File: config.mk
export PLATFORM = sky130hd
export DESIGN_NAME = audio_voice_flat
export DESIGN_NICKNAME = d
export VERILOG_FILES = /design/src/rtl/audio_voice_if.sv /design/src/rtl/audio_voice.sv /design/src/flat_wrapper.sv
export SDC_FILE = /design/constraint.sdc
export NUM_CORES = 1
export LEC_CHECK = 0
export CAP_MARGIN = 20
export CORE_ASPECT_RATIO = 1.75
export CORE_MARGIN = 8
export CORE_UTILIZATION = 28
export DETAILED_ROUTE_END_ITERATION = 7
export PLACE_DENSITY = 0.42
export SKIP_LAST_GASP = 1
export SLEW_MARGIN = 40
export SYNTH_ARGS = -nofsm -noshare
export SYNTH_HDL_FRONTEND = slang
export SYNTH_SLANG_ARGS = --single-unit
File: constraint.sdc
create_clock -name i_clk -period 5.56 [get_ports i_clk]
set_input_delay 1.668 -clock i_clk [delete_from_list [all_inputs] [get_ports i_clk]]
set_output_delay 1.668 -clock i_clk [all_outputs]
set_load 0.02 [all_outputs]
File: src/rtl/audio_voice_if.sv
// audio_voice_if: note request handshake into audio_voice.
// Carries i_duty only when AUDIO_VOICE_DUTY_EN is defined.
interface audio_voice_if #(
    parameter int FREQ_W = 24,
    parameter int DUR_W  = 16
);
    logic              i_valid;
    logic              o_ready;
    logic [FREQ_W-1:0] i_freq;
    logic [DUR_W-1:0]  i_dur_ms;
`ifdef AUDIO_VOICE_DUTY_EN
    logic [7:0]        i_duty;

    modport master (
        output i_valid, i_freq, i_dur_ms, i_duty,
        input  o_ready
    );
    modport slave (
        input  i_valid, i_freq, i_dur_ms, i_duty,
        output o_ready
    );
`else
    modport master (
        output i_valid, i_freq, i_dur_ms,
        input  o_ready
    );
    modport slave (
        input  i_valid, i_freq, i_dur_ms,
        output o_ready
    );
`endif
endinterface

File: src/rtl/audio_voice.sv
// audio_voice: note-at-a-time square-wave voice (IDLE/CALC/PLAY).
// Optional duty control: define AUDIO_VOICE_DUTY_EN.
module audio_voice #(
    parameter int CLK_FREQ = 12000000,
    parameter int FREQ_W   = 24,
    parameter int DUR_W    = 16,
    parameter int DIV_W    = 24
) (
    input  logic          i_clk,
    input  logic          i_rst_n,
    audio_voice_if.slave  note,
    input  logic          i_stop,
    output logic          o_pulse,
    output logic          o_busy,
    output logic          o_done
);
    localparam int MS_CYC = CLK_FREQ / 1000;
    localparam int PRE_W  = $clog2(MS_CYC + 1);
    localparam int CNT_W  = $clog2(DIV_W);
    localparam int P_W    = DIV_W + 1;

    // CLK/(2f) == (CLK/2)/f, so the dividend always fits DIV_W bits
    localparam logic [DIV_W-1:0] HALF     = DIV_W'(CLK_FREQ / 2);
    localparam logic [PRE_W-1:0] PRE_LAST = PRE_W'(MS_CYC - 1);
    localparam logic [CNT_W-1:0] CNT_LAST = CNT_W'(DIV_W - 1);

    typedef enum logic [1:0] {
        IDLE,
        CALC,
        PLAY
    } state_e;

    state_e            state_q, state_d;
    logic [FREQ_W-1:0] freq_q, freq_d;
    logic [DUR_W-1:0]  dur_q, dur_d;
    logic [FREQ_W-1:0] rem_q, rem_d;
    logic [DIV_W-1:0]  quo_q, quo_d;
    logic [CNT_W-1:0]  cnt_q, cnt_d;
    logic [P_W-1:0]    last_q, last_d;
    logic [P_W-1:0]    thr_q, thr_d;
    logic [P_W-1:0]    p_q, p_d;
    logic [PRE_W-1:0]  pre_q, pre_d;
    logic              pulse_q, pulse_d;
    logic              done_q, done_d;
    logic              ready_q, ready_d;
`ifdef AUDIO_VOICE_DUTY_EN
    logic [7:0]        duty_q, duty_d;
    logic [P_W+7:0]    prod;
`endif

    logic [FREQ_W:0]   trial;
    logic [FREQ_W:0]   diff;
    logic              q_bit;
    logic [DIV_W-1:0]  quo_fin;
    logic [DIV_W-1:0]  h_val;
    logic [P_W-1:0]    two_h;
    logic [P_W-1:0]    thr_val;
    logic [P_W-1:0]    p_nxt;

    // One restoring-divide step plus the half-period/threshold it yields
    always_comb begin
        trial   = {rem_q, HALF[cnt_q]};
        diff    = trial - {1'b0, freq_q};
        q_bit   = (trial >= {1'b0, freq_q});
        quo_fin = {quo_q[DIV_W-2:0], q_bit};
        h_val   = (quo_fin == '0) ? DIV_W'(1) : quo_fin;
        two_h   = {h_val, 1'b0};
`ifdef AUDIO_VOICE_DUTY_EN
        prod    = (P_W+8)'(two_h) * (P_W+8)'(duty_q);
        thr_val = prod[P_W+7:8];
`else
        thr_val = {1'b0, h_val};
`endif
        p_nxt   = (p_q == last_q) ? '0 : p_q + P_W'(1);
    end

    // Next-state and datapath updates for the note engine
    always_comb begin
        state_d = state_q;
        freq_d  = freq_q;
        dur_d   = dur_q;
        rem_d   = rem_q;
        quo_d   = quo_q;
        cnt_d   = cnt_q;
        last_d  = last_q;
        thr_d   = thr_q;
        p_d     = p_q;
        pre_d   = pre_q;
        pulse_d = pulse_q;
        done_d  = 1'b0;
`ifdef AUDIO_VOICE_DUTY_EN
        duty_d  = duty_q;
`endif
        unique case (state_q)
            IDLE: begin
                pulse_d = 1'b0;
                if (note.i_valid && ready_q && !i_stop) begin
                    freq_d = note.i_freq;
                    dur_d  = note.i_dur_ms;
`ifdef AUDIO_VOICE_DUTY_EN
                    duty_d = note.i_duty;
`endif
                    if (note.i_dur_ms == '0) begin
                        done_d = 1'b1;
                    end else if (note.i_freq == '0) begin
                        // rest: zero threshold keeps the pin low
                        state_d = PLAY;
                        last_d  = P_W'(1);
                        thr_d   = '0;
                        p_d     = '0;
                        pre_d   = '0;
                    end else begin
                        state_d = CALC;
                        rem_d   = '0;
                        quo_d   = '0;
                        cnt_d   = CNT_LAST;
                    end
                end
            end
            CALC: begin
                rem_d = q_bit ? diff[FREQ_W-1:0] : trial[FREQ_W-1:0];
                quo_d = quo_fin;
                cnt_d = cnt_q - CNT_W'(1);
                if (i_stop) begin
                    state_d = IDLE;
                    pulse_d = 1'b0;
                end else if (cnt_q == '0) begin
                    state_d = PLAY;
                    last_d  = two_h - P_W'(1);
                    thr_d   = thr_val;
                    p_d     = '0;
                    pre_d   = '0;
                    pulse_d = (thr_val != '0);
                end
            end
            PLAY: begin
                if (i_stop) begin
                    state_d = IDLE;
                    pulse_d = 1'b0;
                end else begin
                    p_d     = p_nxt;
                    pulse_d = (p_nxt < thr_q);
                    if (pre_q == PRE_LAST) begin
                        pre_d = '0;
                        if (dur_q == DUR_W'(1)) begin
                            state_d = IDLE;
                            pulse_d = 1'b0;
                            done_d  = 1'b1;
                        end else begin
                            dur_d = dur_q - DUR_W'(1);
                        end
                    end else begin
                        pre_d = pre_q + PRE_W'(1);
                    end
                end
            end
            default: begin
                state_d = IDLE;
                pulse_d = 1'b0;
            end
        endcase
        ready_d = (state_d == IDLE);
    end

    // State and datapath registers
    always_ff @(posedge i_clk or negedge i_rst_n) begin
        if (!i_rst_n) begin
            state_q <= IDLE;
            freq_q  <= '0;
            dur_q   <= '0;
            rem_q   <= '0;
            quo_q   <= '0;
            cnt_q   <= '0;
            last_q  <= '0;
            thr_q   <= '0;
            p_q     <= '0;
            pre_q   <= '0;
            pulse_q <= 1'b0;
            done_q  <= 1'b0;
            ready_q <= 1'b1;
`ifdef AUDIO_VOICE_DUTY_EN
            duty_q  <= '0;
`endif
        end else begin
            state_q <= state_d;
            freq_q  <= freq_d;
            dur_q   <= dur_d;
            rem_q   <= rem_d;
            quo_q   <= quo_d;
            cnt_q   <= cnt_d;
            last_q  <= last_d;
            thr_q   <= thr_d;
            p_q     <= p_d;
            pre_q   <= pre_d;
            pulse_q <= pulse_d;
            done_q  <= done_d;
            ready_q <= ready_d;
`ifdef AUDIO_VOICE_DUTY_EN
            duty_q  <= duty_d;
`endif
        end
    end

    assign note.o_ready = ready_q;
    assign o_pulse      = pulse_q;
    assign o_done       = done_q;
    assign o_busy       = (state_q != IDLE);

endmodule

File: src/flat_wrapper.sv
// flat-port wrapper written by rule: the top's interface ports become plain ports
module audio_voice_flat 
#(
    parameter int CLK_FREQ = 12000000,
    parameter int FREQ_W   = 24,
    parameter int DUR_W    = 16,
    parameter int DIV_W    = 24
)
  (i_clk, i_rst_n, i_stop, o_pulse, o_busy, o_done, note_i_valid, note_i_freq, note_i_dur_ms, note_o_ready);
  audio_voice_if #(.FREQ_W(FREQ_W), .DUR_W(DUR_W)) note_i ();
  input  logic i_clk;
  input  logic i_rst_n;
  input  logic i_stop;
  output logic o_pulse;
  output logic o_busy;
  output logic o_done;
  input wire logic [$bits(note_i.i_valid)-1:0] note_i_valid;
  input wire logic [$bits(note_i.i_freq)-1:0] note_i_freq;
  input wire logic [$bits(note_i.i_dur_ms)-1:0] note_i_dur_ms;
  output wire logic [$bits(note_i.o_ready)-1:0] note_o_ready;
  assign note_i.i_valid = note_i_valid;
  assign note_i.i_freq = note_i_freq;
  assign note_i.i_dur_ms = note_i_dur_ms;
  assign note_o_ready = note_i.o_ready;
  audio_voice #(.CLK_FREQ(CLK_FREQ), .FREQ_W(FREQ_W), .DUR_W(DUR_W), .DIV_W(DIV_W)) u_core (.i_clk(i_clk), .i_rst_n(i_rst_n), .note(note_i), .i_stop(i_stop), .o_pulse(o_pulse), .o_busy(o_busy), .o_done(o_done));
endmodule
==> qor.csv, run 1 <==
metric;value;unit
fmax;0.223;GHz
initial core utilization;28.1;%
crit path to;u_core.p_q[22];
height of the die;281;µm
DRC errors left;0;
worst reg-to-reg path cell count;20;
number of instances in the synthesized netlist;1241;
worst flop-to-flop path startpoint;u_core.cnt_q[0];
clk root buf;clkbuf_16;
area of the die;0.0469;mm²
summed negative setup slack over all endpoints;0;ps
final-stage net count;1369;
worst setup path startpoint;note_i_freq[1];
reg2reg setup slack;1120;ps
Netlist Area Pre-Place;0.0112;mm²
cell count of the worst hold path;2;
Detailed Route Iter0 Violations;320;
row cnt;97;
syn_area_per_cell;9.02;µm²
critical path cell sequence;clkdlybuf4s50_1, nor4_2, nand4_1, nor4b_2, o21ai_1, a211o_1, buf_4, nor2_1, nand2_1, o21ai_1;
top cells by count, synth;dfrtp_1, nand2_1, o21ai_0;
grt total ovfl;0;
CTS buffer count;17;
Worst Max-Slew Pin Slew;753;ps
number of nets still failing antenna checks after routing;0;
CP max FO;15;
top area cells in the synthesized netlist;dfrtp_1, ha_1, nand2_1;
clock tree from TritonCTS;yes;
antenna fix cells;0;
All-Layer GR Usage;14.3;%
final hold violation count;0;
CP startpoint kind;input pin;
antenna violations before repair;0;
primary flip-flop cell chosen by synthesis mapping;dfrtp_1;
Layout Skew;17.6;ps
count of flip-flops with a built-in enable after synthesis;0;
number of gates resized after cts;0;
Critical Path AT;4860;ps
first-pass GRT wire length;53100;µm
overall via count from detail_route;9102;
final wirelength;32500;µm
average vias per placed instance;5.13;
number of global-route vias before repair;9580;
Setup Buffers After CTS;0;
highest-delay cell along the critical path;nor4_2;
run status;finished clean;
# Max-Cap Violations;0;
first-pass detailed-route iteration total;5;
clock-pin slew of the registers on the worst-case setup and hold paths;70;ps
core outline area;0.0398;mm²
number of register bits inferred by synthesis;185;
maximum number of pins on one net before global-route repair;88;
PwrDens;352;mW/mm²
setup repair after global routing missed its margin;no;
fraction of post-synthesis cell area in the top cell type by area;41.1;%
count of H-tree levels built during CTS;4;
Post-DP HPWL;24300;µm
final critical-path required period;4490;ps
tightest slew margin relative to the limit;49.7;%
horizontal extent of the die;167;µm
share of layout cells above drive strength 1;7.67;%
number of I/O pins;48;
type of element capturing the critical path;flop;
worst min path class;flop to flop;
count of distinct cell types in the synthesized netlist;69;
sequential element share of the synthesized area;41.4;%
standby leakage power;5.61;nW
maximum clock path buffer count;2;
final setup violation count;0;
Most Frequent Cell on Critical Path;o21ai_1;
share of synthesized flip-flops with an asynchronous set or reset;100;%
most numerous cell in the Yosys netlist;dfrtp_1;
source-to-sink clock delay at the later pin of the worst-skew pair;450;ps
crit-path max cell delay;560;ps
Total Power Consumption;4.53;mW
capture point of the worst reg-to-reg path;u_core.o_pulse;
required time at the worst-slack endpoint;5930;ps
max-slew violation count;0;
Final GP Congestion;0.829;
Layout Area Growth over Synthesis;14.8;%
TritonCTS sink count;185;
post-synth top area cell;dfrtp_1;
final cycle utilization of the critical path;80.7;%
# port buffers;47;
warnings from Yosys;0;
cts hold-fix bufs;0;
type of the worst setup path;input pin to flop;
worst vdd rail ir drop;168;µV
Mapped Nets;1345;
Wirelength per Cell;18.3;µm
[report_power, final]
part           switching [mW]  internal, mW
clock                   0.575         0.693
sequential              0.159          1.52
combinational            1.01         0.577
[area by class of cell]
cell class	instances	area [µm²]
flip-flops and latches	185	4630
multi-input cells	926	6100
fillers	4228	27000
repair buffers	64	641
clock inverters	11	135
inverters	71	267
clock buffers	21	460
well taps	495	619
[cell families (layout without fill, tap and decap cells)]
logic type	after synthesis	count (layout)	synth area share [%]
simple gates	442	442	19.5
fa+ha+maj	60	60	6.77
buf+inv	130	167	4.57
xor+xnor	78	78	6.10
compound gates	305	305	17.7
mux	41	41	3.93
flops	185	185	41.4
[routing by layer]
| layer | wire length, µm | track usage (%) | vias up |
|---|---|---|---|
| met2 | 18000 | 27.3 | 122 |
| met5 | 0 | 0 | - |
| li1 | - | - | 4518 |
| met3 | 641 | 2.17 | 43 |
| met1 | 13000 | 15.3 | 4419 |
| met4 | 890 | 5.86 | 0 |
[worst max-delay path: cells and delay by family]
family | cells | cell delay (ps)
simple gates | 5 | 1700
buf+inv | 2 | 710
compound gates | 3 | 770
[state kept, by name, summed over array words and instances (netlist names)]
signal               count
u_core.o_pulse           1
u_core.dur_q            16
u_core.freq_q           24
u_core.thr_q            24
u_core.pre_q            14
u_core.quo_q            23
u_core.p_q              25
u_core.note.o_ready      1
u_core.state_q           2
u_core.rem_q            24
u_core.o_done            1
u_core.cnt_q             5
u_core.last_q           25
[per-stage QoR]
stage	instance area, µm²	cells	setup WS (ps)	util [%]	hold slack, ps
global placement	12200	1741	237	30.8	457
detailed placement	12300	1741	539	30.8	457
floorplan	11200	1241	1930	-	439
finish	12800	1773	1070	32.3	467
CTS	12800	1773	965	32.3	471
global route	12800	1773	762	32.3	485
[cells in the final DEF, fill, tap and decap left out, types with 20 or more instances in the layout]
master,n
nor2_1,69
clkdlybuf4s50_1,46
o21ai_1,25
inv_1,71
nor3_1,24
and3_1,20
nand4_1,26
o21ai_0,79
xor2_1,34
a22o_1,38
mux2_2,24
nand3_1,52
nand2_1,153
dfrtp_1,184
ha_1,58
nor4_1,20
a21oi_1,52
xnor2_1,44
[worst min path at each step]
| stage | startpoint | to | slack (ps) |
|---|---|---|---|
| after floorplan | u_core.thr_q[11] | u_core.thr_q[11] | 440 |
| after global placement | u_core.thr_q[17] | u_core.thr_q[17] | 460 |
| after detailed placement | u_core.thr_q[11] | u_core.thr_q[11] | 460 |
| after CTS | u_core.thr_q[11] | u_core.thr_q[11] | 470 |
| after global routing | u_core.thr_q[11] | u_core.thr_q[11] | 490 |
| final | u_core.thr_q[11] | u_core.thr_q[11] | 470 |
Power figures use the tool's default switching activity.
==> run 2, diff against run 1 <==
--- a/config.mk
+++ b/config.mk
@@ -10,7 +10,7 @@
 export CORE_MARGIN = 8
 export CORE_UTILIZATION = 28
 export DETAILED_ROUTE_END_ITERATION = 7
-export PLACE_DENSITY = 0.42
+export PLACE_DENSITY = 0.43
 export SKIP_LAST_GASP = 1
 export SLEW_MARGIN = 40
 export SYNTH_ARGS = -nofsm -noshare
==> constraint.sdc (replaced) <==
create_clock -name i_clk -period 3.9 [get_ports i_clk]
set_input_delay 1.17 -clock i_clk [delete_from_list [all_inputs] [get_ports i_clk]]
set_output_delay 1.17 -clock i_clk [all_outputs]
set_load 0.02 [all_outputs]
==> qor.csv, run 2 (synthesis gave the netlist of run 1 again) <==
metric;value;unit;change
run status;finished clean;;
number of global-route vias before repair;9967;;+4.0%
required time at the worst-slack endpoint;4280;ps;-1650 ps
Final Cell Area;0.0136;mm²;+5.9%
Worst Slack Setup Final;313;ps;-758 ps
most frequent standard cell in the layout excluding fill and tap cells;dfrtp_1;;
Hold Crit Endpoint;u_core.thr_q[7];;
first-pass GRT wire length;54400;µm;+2.5%
average vias per placed instance;5.07;;-1.2%
Detailed Route Iter0 Violations;346;;+8.1%
Worst Max-Slew Pin Slew;713;ps;-40.8 ps
type of element capturing the critical path;flop;;
source-to-sink clock delay at the later pin of the worst-skew pair;450;ps;about the same
antenna fix cells;0;;unchanged
Wirelength per Cell;17.9;µm;-2.0%
Critical Path AT;3970;ps;-890 ps
critical path cell sequence;clkdlybuf4s50_1, nor4_1, buf_4, nand4_1, nor4b_2, o21ai_1, a211o_1, buf_4, nor2_1, nand2_1, o21ai_1;;
highest-delay cell along the critical path;clkdlybuf4s50_1;;
Final GP Congestion;0.820;;-1.1%
crit-path max cell delay;420;ps;-140 ps
cell count of the worst hold path;2;;unchanged
final cycle utilization of the critical path;92.0;%;
final critical-path required period;3590;ps;
TritonCTS sink count;185;;unchanged
number of gates resized after cts;0;;unchanged
capture point of the worst reg-to-reg path;u_core.o_pulse;;
overall via count from detail_route;9437;;+3.7%
type of the worst setup path;input pin to flop;;
summed negative setup slack over all endpoints;0;ps;unchanged
worst flop-to-flop path startpoint;u_core.p_q[7];;
Bufs and invs on worst path;3;;+1
worst min path class;flop to flop;;
pre-CTS setup slack;-212;ps;-751 ps
All-Layer GR Usage;14.6;%;+0.33 points
core outline area;0.0398;mm²;unchanged
DRC errors left;0;;unchanged
worst vdd rail ir drop;260;µV;+55%
Layout Area Growth over Synthesis;21.6;%;
Post-DP HPWL;25700;µm;+5.7%
final wirelength;33400;µm;+2.8%
maximum number of pins on one net before global-route repair;81;;-8.0%
first-pass detailed-route iteration total;6;;+1
highest-count cells in the layout ignoring fill and taps;dfrtp_1, nand2_1, buf_4;;
CP startpoint kind;input pin;;
maximum clock path buffer count;2;;unchanged
number of nets still failing antenna checks after routing;0;;unchanged
final-stage net count;1456;;+6.4%
# Max-Cap Violations;0;;unchanged
height of the die;281;µm;unchanged
final core utilization;34.2;%;+1.9 points
top cell family by delay on the critical path;simple AND/OR/NAND/NOR gates;;
count of H-tree levels built during CTS;4;;unchanged
grt total ovfl;0;;unchanged
share of layout cells above drive strength 1;13.9;%;+6.3 points
reg2reg setup slack;310;ps;-810 ps
number of I/O pins;48;;unchanged
CTS buffer count;17;;unchanged
Layout Skew;13.5;ps;-4.12 ps
antenna violations before repair;0;;unchanged
total placed instance area;0.0130;mm²;+5.9%
clk root buf;clkbuf_16;;
Setup Buffers After CTS;0;;unchanged
max-slew violation count;0;;unchanged
row cnt;97;;unchanged
cts hold-fix bufs;0;;unchanged
CP max FO;7;;-8
# port buffers;47;;unchanged
clock tree from TritonCTS;yes;;
area of the die;0.0469;mm²;unchanged
tightest slew margin relative to the limit;52.5;%;+2.8 points
worst reg-to-reg path cell count;16;;-20%
final setup violation count;0;;unchanged
final hold violation count;0;;unchanged
registers with the highest flip-flop counts;u_core.last_q (25), u_core.p_q (25);;
initial core utilization;28.1;%;unchanged
clock-pin slew of the registers on the worst-case setup and hold paths;70;ps;about the same
horizontal extent of the die;167;µm;unchanged
start point of the worst min-delay path;u_core.thr_q[7];;
Min Hold Slack;467;ps;+0.647 ps
standby leakage power;6.11;nW;+8.9%
PwrDens;498;mW/mm²;+41%
fmax;0.279;GHz;
-- run 2: cell count changes in the layout (fill, tap and decap cells not counted), sizes merged --
cell      delta
buf         +86
clkinvlp     -2
bufinv       +1
clkinv       +1
inv          +1
-- run 2: worst max path at each step --
| stage | start | to | cells after the start | slack [ps] |
|---|---|---|---|---|
| floorplan | u_core.p_q[21] | u_core.o_pulse | 15 | 270 |
| finish | note_i_freq[1] | u_core.pre_q[8] | 11 | 310 |
| global placement | note_i_freq[1] | u_core.pre_q[8] | 11 | -190 |
| detailed placement | note_i_freq[1] | u_core.pre_q[12] | 11 | -210 |
| global route | u_core.cnt_q[0] | u_core.last_q[11] | 20 | -5 |
| CTS | u_core.p_q[24] | u_core.o_pulse | 16 | 210 |
-- run 2: per-layer routing --
layer  global-route usage, %  vias to the layer above  share of wire [%]
met5                       0                        -                  0
met4                    5.61                        0                2.6
met3                    1.97                       40                1.6
met2                    29.0                      106                 57
met1                    15.1                     4608                 39
li1                        -                     4683                  -
-- run 2: tightest hold or removal path, delay by kind of cell (launching register included) --
family           cells  cell delay, ps
and+or+nand+nor      2             100
DFF                  1             340
-- run 2: layout make-up --
type | instances | area (µm²)
well taps | 495 | 619
repair buffers | 151 | 1370
clock buffers | 20 | 447
clock inverters | 12 | 161
flip-flops and latches | 185 | 4630
multi-input cells | 926 | 6120
fillers | 4123 | 26200
inverters | 71 | 267
-- run 2: where the power goes --
| group | internal (mW) | switching [mW] | leakage, nW | total [mW] |
|---|---|---|---|---|
| Clock | 1.04 | 0.823 | 0.288 | 1.86 |
| Combinational | 1.08 | 1.49 | 3.37 | 2.57 |
| Sequential | 2.16 | 0.198 | 2.45 | 2.36 |
-- run 2: stage by stage --
stage,std cells,total power [mW]
after floorplan,1241,3.94
after global placement,1828,4.98
after detailed placement,1828,4.99
after CTS,1860,6.89
after global routing,1860,7.25
final,1860,6.79
==> run 3, diff against run 2 <==
--- a/config.mk
+++ b/config.mk
@@ -6,11 +6,13 @@
 export NUM_CORES = 1
 export LEC_CHECK = 0
 export CAP_MARGIN = 20
+export CELL_PAD_IN_SITES_DETAIL_PLACEMENT = 0
+export CELL_PAD_IN_SITES_GLOBAL_PLACEMENT = 1
 export CORE_ASPECT_RATIO = 1.75
 export CORE_MARGIN = 8
-export CORE_UTILIZATION = 28
+export CORE_UTILIZATION = 35
 export DETAILED_ROUTE_END_ITERATION = 7
-export PLACE_DENSITY = 0.43
+export PLACE_DENSITY = 0.64
 export SKIP_LAST_GASP = 1
 export SLEW_MARGIN = 40
 export SYNTH_ARGS = -nofsm -noshare
==> qor.csv, run 3 (synthesis gave the netlist of run 1 again) <==
metric;value;unit;change
antenna violations before repair;0;;unchanged
Hold Crit Endpoint;u_core.thr_q[7];;
source-to-sink clock delay at the later pin of the worst-skew pair;450;ps;about the same
Layout Skew;14.7;ps;+1.16 ps
clock tree from TritonCTS;yes;;
final setup violation count;0;;unchanged
final critical-path required period;3780;ps;+191 ps
worst setup path startpoint;u_core.p_q[21];;
required time at the worst-slack endpoint;4270;ps;about the same
share of layout cells above drive strength 1;13.0;%;-0.87 points
grt total ovfl;0;;unchanged
first-pass GRT wire length;53000;µm;-2.7%
Switch Pwr;2.46;mW;-1.8%
average vias per placed instance;5.39;;+6.3%
Most Frequent Cell on Critical Path;buf_4;;
initial core utilization;35.5;%;+7.4 points
number of I/O pins;48;;unchanged
first-pass detailed-route iteration total;4;;-2
Worst Max-Slew Pin Slew;753;ps;+40.9 ps
horizontal extent of the die;151;µm;-9.5%
max-slew violation count;0;;unchanged
Critical Path AT;4150;ps;+180 ps
fraction of power consumed by combinational cells;37.7;%;-0.2 points
tightest slew margin relative to the limit;49.7;%;-2.8 points
final core utilization;42.3;%;+8.1 points
highest-count cells in the layout ignoring fill and taps;dfrtp_1, nand2_1, o21ai_0, buf_4, inv_1;;
part of the power in the clock network;26.2;%;-1.2 points
start point of the worst min-delay path;u_core.thr_q[7];;
PwrDens;492;mW/mm²;-1.2%
sequential cell fraction of total power;36.1;%;+1.3 points
final wirelength;32000;µm;-4.1%
worst vdd rail ir drop;327;µV;+26%
cts hold-fix bufs;0;;unchanged
count of H-tree levels built during CTS;4;;unchanged
Wirelength per Cell;18.3;µm;+2.2%
TritonCTS sink count;185;;unchanged
highest-delay cell along the critical path;dfrtp_1;;
CP startpoint kind;flop;;
# port buffers;47;;unchanged
capture point of the worst reg-to-reg path;u_core.o_pulse;;
setup repair after global routing missed its margin;yes;;
final cycle utilization of the critical path;96.9;%;+4.9 points
Total Power Consumption;6.57;mW;-3.2%
critical path cell sequence;xor2_1, nor4_2, buf_4, nand4_1, nor4_4, buf_4, nor2_1, ha_1, and3_4, a221o_1, a21o_1, a221oi_2, buf_4, o211ai_1, nand2_1, a31oi_4, o211ai_1;;
row cnt;86;;-11%
Final GP Congestion;0.883;;+7.7%
cell count of the worst hold path;2;;unchanged
standby leakage power;6.01;nW;-1.7%
worst flop-to-flop path startpoint;u_core.p_q[21];;
CP max FO;5;;-2
CTS buffer count;17;;unchanged
clock-pin slew of the registers on the worst-case setup and hold paths;70;ps;about the same
All-Layer GR Usage;17.7;%;+3.1 points
core outline area;0.0315;mm²;-21%
Post-DP HPWL;24700;µm;-4.1%
registers with the highest flip-flop counts;u_core.last_q (25), u_core.p_q (25);;
switching power share of the total;37.5;%;+0.54 points
worst reg-to-reg path cell count;17;;+1
overall via count from detail_route;9413;;-0.25%
Detailed Route Iter0 Violations;440;;+27%
clk root buf;clkbuf_16;;
final-stage net count;1440;;-1.1%
antenna fix cells;0;;unchanged
Layout Area Growth over Synthesis;19.1;%;
height of the die;253;µm;-10%
maximum number of pins on one net before global-route repair;69;;-15%
Final Cell Area;0.0133;mm²;-2.0%
# Max-Cap Violations;0;;unchanged
reg2reg setup slack;120;ps;-190 ps
type of the worst setup path;flop to flop;;
run status;finished clean;;
crit-path max cell delay;390;ps;-30 ps
DRC errors left;0;;unchanged
Min Hold Slack;470;ps;+2.59 ps
type of element capturing the critical path;flop;;
total placed instance area;0.0127;mm²;-2.2%
Internal;4.10;mW;-4.0%
fmax;0.265;GHz;-5.1%
maximum clock path buffer count;2;;unchanged
final hold violation count;0;;unchanged
most frequent standard cell in the layout excluding fill and tap cells;dfrtp_1;;
number of nets still failing antenna checks after routing;0;;unchanged
worst min path class;flop to flop;;
area of the die;0.0382;mm²;-19%
number of global-route vias before repair;9946;;-0.21%
-- run 3: cell types whose count changed in the layout (fill, tap and decap cells not counted), moves of 2 or more --
| cell | previous run | this run |
|---|---|---|
| buf_12 | 9 | 7 |
| buf_4 | 95 | 80 |
| clkbuf_8 | 2 | 4 |
| bufinv_16 | 3 | 1 |
| inv_6 | 4 | 2 |
| nor3_1 | 21 | 19 |
| nor3_2 | 3 | 5 |
-- run 3: timing repair --
action	in CTS	in global routing
buffers inserted	0	2
endpoints found under the setup margin	1	6
hold endpoints to repair	0	0
pin swaps	0	5
gates resized for setup	1	12
-- run 3: area by class of cell --
class                   instances  area, µm²
clock buffers                  23        478
clock inverters                 9       88.8
fillers                      3164      18200
inverters                      71        267
multi-input cells             926       6150
flip-flops and latches        185       4630
well taps                     396        495
repair buffers                135       1230
-- run 3: worst max-delay path, delay by kind of cell, from the launching register on --
kind / cells / cell delay [ps]
AO/OA/AOI/OAI: 6 / 1150
XOR/XNOR: 1 / 180
adder cells (fa/ha/maj): 1 / 300
buffers and inverters: 3 / 510
flip-flops: 1 / 390
AND/OR/NAND/NOR: 6 / 1160
-- run 3: worst max path at each step --
stage / cells past startpoint / slack [ps] / endpoint
floorplan: 15 / 270 / u_core.o_pulse
global placement: 16 / -30 / u_core.o_pulse
detailed placement: 16 / -70 / u_core.o_pulse
CTS: 16 / 1 / u_core.o_pulse
global route: 15 / -90 / u_core.o_pulse
finish: 17 / 120 / u_core.o_pulse
-- run 3: power groups by stage --
stage | Sequential [mW] | Clock, mW | Combinational, mW
global route | 2.41 | 1.85 | 2.76
CTS | 2.37 | 1.77 | 2.49
floorplan | 2.34 | 0 | 1.59
detailed placement | 2.41 | 0 | 2.48
global placement | 2.40 | 0 | 2.48
finish | 2.37 | 1.72 | 2.48
-- run 3: metrics by stage --
step / TNS (ps) / std cells / worst slack, ps
floorplan: 0 / 1241 / 265
global placement: -27.0 / 1711 / -27.0
global route: -89.8 / 1745 / -89.8
CTS: 0 / 1743 / 1.37
finish: 0 / 1745 / 121
detailed placement: -99.4 / 1711 / -70.9
-- run 3: layer usage --
layer	GRT usage, %	up-vias	share of wire [%]
li1	-	4648	-
met1	18.4	4604	38
met2	33.8	112	57
met3	2.83	49	1.9
met4	7.16	0	3.2
met5	0	-	0
